**config.mk**
```make
export PLATFORM = sky130hd
export DESIGN_NAME = mem_port_arbiter
export DESIGN_NICKNAME = d
export VERILOG_FILES = /design/src/rtl/mem_port_arbiter.sv
export SDC_FILE = /design/constraint.sdc
export NUM_CORES = 1
export LEC_CHECK = 0
export ABC_CLOCK_PERIOD_IN_PS = 1500
export CORE_MARGIN = 5
export CORE_UTILIZATION = 23
export CTS_BUF_LIST = sky130_fd_sc_hd__clkbuf_8
export DETAILED_ROUTE_END_ITERATION = 8
export PLACE_DENSITY_LB_ADDON = 0.3
export SETUP_SLACK_MARGIN = 0.2
export SLEW_MARGIN = 10
export SYNTH_ARGS = -nofsm -noshare
export SYNTH_HDL_FRONTEND = slang
export SYNTH_SLANG_ARGS = --single-unit
```
**constraint.sdc**
```tcl
create_clock -name clk -period 1.5 [get_ports clk]
set_clock_uncertainty 0.05 [all_clocks]
set_input_delay 0.15 -clock clk [delete_from_list [all_inputs] [get_ports clk]]
set_output_delay 0.15 -clock clk [all_outputs]
set_load 0.01 [all_outputs]
```
**src/rtl/mem_port_arbiter.sv**
```systemverilog
// mem_port_arbiter: shares the unified memory port between fetch, data and loader.
// Define MEM_ARB_LOADER_EN to enable the boot/reload loader path.
module mem_port_arbiter #(
  parameter int AW = 8,
  parameter int DW = 8
) (
  input  logic          clk,
  input  logic          rst,
  input  logic          if_req,
  input  logic [AW-1:0] if_addr,
  output logic          if_gnt,
  output logic          if_rvalid,
  output logic [DW-1:0] if_rdata,
  input  logic          d_req,
  input  logic          d_we,
  input  logic [AW-1:0] d_addr,
  input  logic [DW-1:0] d_wdata,
  output logic          d_gnt,
  output logic          d_rvalid,
  output logic [DW-1:0] d_rdata,
  input  logic          ld_req,
  input  logic [AW-1:0] ld_addr,
  input  logic [DW-1:0] ld_wdata,
  input  logic          ld_done,
  output logic          ld_gnt,
  output logic          cpu_hold,
  output logic          mem_en,
  output logic          mem_we,
  output logic [AW-1:0] mem_addr,
  output logic [DW-1:0] mem_wdata,
  input  logic [DW-1:0] mem_rdata,
  output logic [7:0]    conflict_cnt
);

  typedef enum logic [1:0] {
    S_BOOT,
    S_RUN,
    S_DRAIN,
    S_LOAD
  } state_t;

  state_t     state;
  logic       run;
  logic [1:0] rd_tag;

`ifdef MEM_ARB_LOADER_EN
  state_t state_nxt;

  always_ff @(posedge clk or posedge rst) begin
    if (rst) state <= S_BOOT;
    else     state <= state_nxt;
  end

  always_comb begin
    state_nxt = state;
    unique case (state)
      S_BOOT,
      S_LOAD:  if (ld_done) state_nxt = S_RUN;
      S_RUN:   if (ld_req) state_nxt = S_DRAIN;
      S_DRAIN: state_nxt = S_LOAD;
      default: state_nxt = S_RUN;
    endcase
  end

  assign ld_gnt   = ~rst & ld_req
                  & ((state == S_BOOT) | (state == S_LOAD));
  assign cpu_hold = (state != S_RUN);
`else
  logic ld_unused;

  assign state     = S_RUN;
  assign ld_gnt    = 1'b0;
  assign cpu_hold  = 1'b0;
  assign ld_unused = ^{ld_req, ld_done, ld_addr, ld_wdata};
`endif

  // Grants are gated by rst so every port idles while reset is held.
  assign run    = ~rst & (state == S_RUN);
  assign d_gnt  = run & d_req;
  assign if_gnt = run & if_req & ~d_req;
  assign mem_en = if_gnt | d_gnt | ld_gnt;

  always_comb begin
    mem_we    = 1'b0;
    mem_addr  = '0;
    mem_wdata = '0;
    unique case (1'b1)
      d_gnt: begin
        mem_we    = d_we;
        mem_addr  = d_addr;
        mem_wdata = d_wdata;
      end
      if_gnt: begin
        mem_addr  = if_addr;
      end
      ld_gnt: begin
        mem_we    = 1'b1;
        mem_addr  = ld_addr;
        mem_wdata = ld_wdata;
      end
      default: ;
    endcase
  end

  // Tag bit 1 marks a data read, bit 0 a fetch read, returning next cycle.
  always_ff @(posedge clk or posedge rst) begin
    if (rst) rd_tag <= 2'b00;
    else     rd_tag <= {d_gnt & ~d_we, if_gnt};
  end

  assign if_rvalid = rd_tag[0];
  assign d_rvalid  = rd_tag[1];
  assign if_rdata  = mem_rdata;
  assign d_rdata   = mem_rdata;

  always_ff @(posedge clk or posedge rst) begin
    if (rst) begin
      conflict_cnt <= 8'd0;
    end else if (run & if_req & d_req & ~&conflict_cnt) begin
      conflict_cnt <= conflict_cnt + 8'd1;
    end
  end

endmodule

```
# == Word-level counts from Yosys, hierarchy flattened ==
# Cells that the tools add are included.
# op_classes
n_addsub,1
muxes,3
bitwise,10
reduce_logical,2
# ops
cell,n
$pmux W8 S2,1
$add A8 B1 Y8 const B,1
$mux W8,1
$reduce_and A8 Y1,1
$and A1 B1 Y1,6
$not A1 Y1,3
$logic_not A1 Y1,1
$mux W1,1
$or A1 B1 Y1,1
# totals
register_bits,10
in_bits,55
out_inout_bits,48
elab_cells,18

# == Depth between registers and ports, before layout ==
# logic_depth
word_depth,4
depth_mapped,5
depth_no_buf,5

# == Worst setup path before layout ==
# OpenSTA, ideal clock, no wires.
# synth_path
path_kind,flip-flop to flip-flop
from,reg conflict_cnt[0]
to,reg conflict_cnt[6]
setup_ns,0.127
arrival_time_ns,1.362
required_ns,1.323
setup_slack_ns,-0.039
stages_incl_launch_ff,6
path_buffers,0
period_less_slack_ns,1.539
cell_sequence,dfrtp_1 -> ha_1 -> nand2_1 -> or2_4 -> nor2_2 -> mux2_1
# synth_via
elab_chain_len,3
elab_cells_between_ends,4
classes_between,add/sub (1); bitwise (1); reduce/logical (2)
# synth_lines
element,line_no,rtl
start: declaration,32,output logic [7:0] conflict_cnt
start signal: assignment,120,conflict_cnt <= conflict_cnt + 8'd1;
"parallel branches: the longest is 3 deep, another holds $add A8 B1 Y8",-,
# Several ways; the timed one is not identified.
# A chain may end at the register's enable or synchronous reset.

# == Final worst setup path ==
# layout_path
from,reg conflict_cnt[1]
to,reg conflict_cnt[6]
# Same word-level chain as after synthesis.

==> out/results.ini <==
[setup_path]
cp_slowest_stage_delay_ns = 0.38
crit_fanout = 3
crit_path_start_kind = flop
crit_chain = ha_4, nand2_1, or2_4, nor2_4, mux2_4
path_class = reg2reg
end_kind = flop
cp_data_required_time_ns = 1.57
cpMaxStageDelayCell = dfrtp_1
setup.worst_path.start = conflict_cnt[1]$_DFFE_PP0P_
worstPathArrival_ns = 1.43
r2r_cells = 5
timing.rr.start = conflict_cnt[1]$_DFFE_PP0P_

[placed_design]
dp_worst_setup_slack_ns = -0.5172
routabilityCongestion = 0.8168
dp_hpwl_um = 1987
port_buffers = 58

[detailed_routing]
first_iter_violations = 17
via_per_inst = 4.310
wire_per_inst_um = 12.84
drc = 0
ant_nets = 0
met2WireLength_um = 1180
drt-pass1-iter-count = 4
top_layer_used = met4
met1_length_um = 906
wl_met3_um = 415
num_vias = 849
routed_wl_um = 2529

[synthesis]
ys_top_cells_by_area = dfrtp_1 33%, buf_4 18%, a22o_1 9.1%, and2_1 7.3%, xnor2_1 3.4%
synthArstFlopShare = 1.000
netlist_instances = 82
ys_types = 29
synth_area_sq_um = 769.5
yosysSeqAreaShare = 0.3252
ys_seq_elements = 10
yosys_warnings = 0
synthFlopType = dfrtp_1
synth_top_area_share = 0.3252
avgSynthCellArea_sq_um = 9.384
synth_edf_count = 0
yosys.area.top_type = dfrtp_1

[worst_hold_path]
holdPathStages = 0
worstHoldStart = mem_rdata[7]
worstHoldPathType = in2out

[sta]
layout_setup_ws_ns = 0.1363
setup_viol = 0
slew_viol_final = 0
hold_violations = 0
max_clock_freq_ghz = 0.7333
period_share = 0.9092
finalCriticalPeriod_ns = 1.364
rsz0062_at_grt = yes

[cells_and_area]
num-nets-final = 209
layout-drive-gt1-share = 0.3841
final_common_cell = clkdlybuf4s50_1
diodes = 0
syn_to_final_growth_pct = 91.87
final_cell_mix = 25 x clkdlybuf4s50_1, 22 x buf_4, 11 x buf_2, 11 x dlygate4sd2_1, 9 x and2_1

[global_route]
grt_pass1_vias = 939
antenna_found_initial = 0
grt_max_degree = 12
grt_overflow = 0
grt.total_usage = 0.1167
grt_pass1_wl_um = 3926

[floorplan]
ios = 103
core_sq_mm = 0.003284
initial_core_util = 0.2343
die_h_um = 67.84
rows = 21
die_x_um = 67.84
die_area_sq_mm = 0.004602

[clock_tree]
cts_made_buffers = 3
clk_latency_ns = 0.23
htreeDepth = 1
cts.sinks = 10
cts_root_buf = clkbuf_8
clkTransAtPathRegs_ns = 0.04
cts_buffer_depth = 2
cts_tree = built

[power_and_ir_drop]
powerDensity_mw_per_mm2 = 888.0
power_mw = 1.311
p_leak_nw = 0.7188
ir_drop_v = 0.0002342

[status]
status = complete, no violations

[job]
cap_violations = 0

## what timing repair did
action | 4_1_cts | 5_1_grt
pin swaps | 1 | 3
resized for setup | 83 | 10
endpoints found under the hold margin | 10 | 0
hold buffers | 1 | 0
endpoints found under the setup margin | 36 | 22
gates cloned | 1 | 0
setup buffers | 8 | 2
## critical path: cells and delay by family, from the launching register on
| kind | cells | cell delay [ns] |
|---|---|---|
| DFF | 1 | 0.38 |
| adders and majority gates | 1 | 0.16 |
| and+or+nand+nor | 3 | 0.37 |
| muxes | 1 | 0.29 |
## cells by family after synthesis
| family | after synthesis | share of synthesized area |
|---|---|---|
| mux | 4 | 0.05528 |
| xor+xnor | 3 | 0.03415 |
| compound gates | 10 | 0.1073 |
| simple gates | 32 | 0.2650 |
| other cells | 1 | 0.004873 |
| buf+inv | 21 | 0.1919 |
| flops | 10 | 0.3252 |
| fa+ha+maj | 1 | 0.01626 |
## worst paths after layout
check	to	slack, ns
min reg2reg	conflict_cnt[5]$_DFFE_PP0P_	0.52
max in group asynchronous	conflict_cnt[0]$_DFFE_PP0P_	0.63
min in group asynchronous	rd_tag[0]$_DFF_PP0_	0.46
min	if_rdata[7]	0.25
max	conflict_cnt[6]$_DFFE_PP0P_	0.14
max reg2reg	conflict_cnt[6]$_DFFE_PP0P_	0.14
## state kept, by name, indices dropped and copies added, names as in the netlist
name / cells
conflict_cnt: 8
rd_tag: 2
## per-stage QoR
step / hold WS (ns) / instance area, sq um / std cells / util / TNS [ns]
after detailed placement: 0.2501 / 1394 / 182 / 0.4244 / -9.855
after global placement: 0.2501 / 1394 / 182 / 0.4244 / -9.462
final: 0.2500 / 1476 / 197 / 0.4495 / 0
after global routing: 0.2501 / 1476 / 197 / 0.4495 / 0
after CTS: 0.2501 / 1478 / 195 / 0.4499 / 0
after floorplan: -0.05996 / 787.0 / 83 / - / 0
## per-layer routing
metal | global-route usage | up-vias
met3 | 0.08046 | 4
met2 | 0.2029 | 59
met1 | 0.1021 | 385
met4 | 0.05459 | 0
met5 | 0 | -
li1 | - | 401
## power by group
part / leakage (nW) / switching, mW / internal [mW] / total (mW)
sequential: 0.127 / 0.0503 / 0.338 / 0.389
clock: 0.0216 / 0.101 / 0.175 / 0.276
combinational: 0.570 / 0.259 / 0.387 / 0.646
## synth_stat cells, drive strengths merged (2+ instances only)
master,number
buf,19
dfrtp,10
nand3,3
nor2,5
and2,9
mux2,2
xnor2,3
a22o,8
nand2,4
nand4,3
mux2i,2
## area by class of cell
type,count,area [sq um]
well taps,46,57.56
fillers,326,1808
clock buffers,3,41.29
flip-flops and latches,10,254.0
repair buffers,85,713.2
multi-input cells,52,406.6
inverters,1,3.754
No activity file was read; power rests on OpenSTA's default activity.
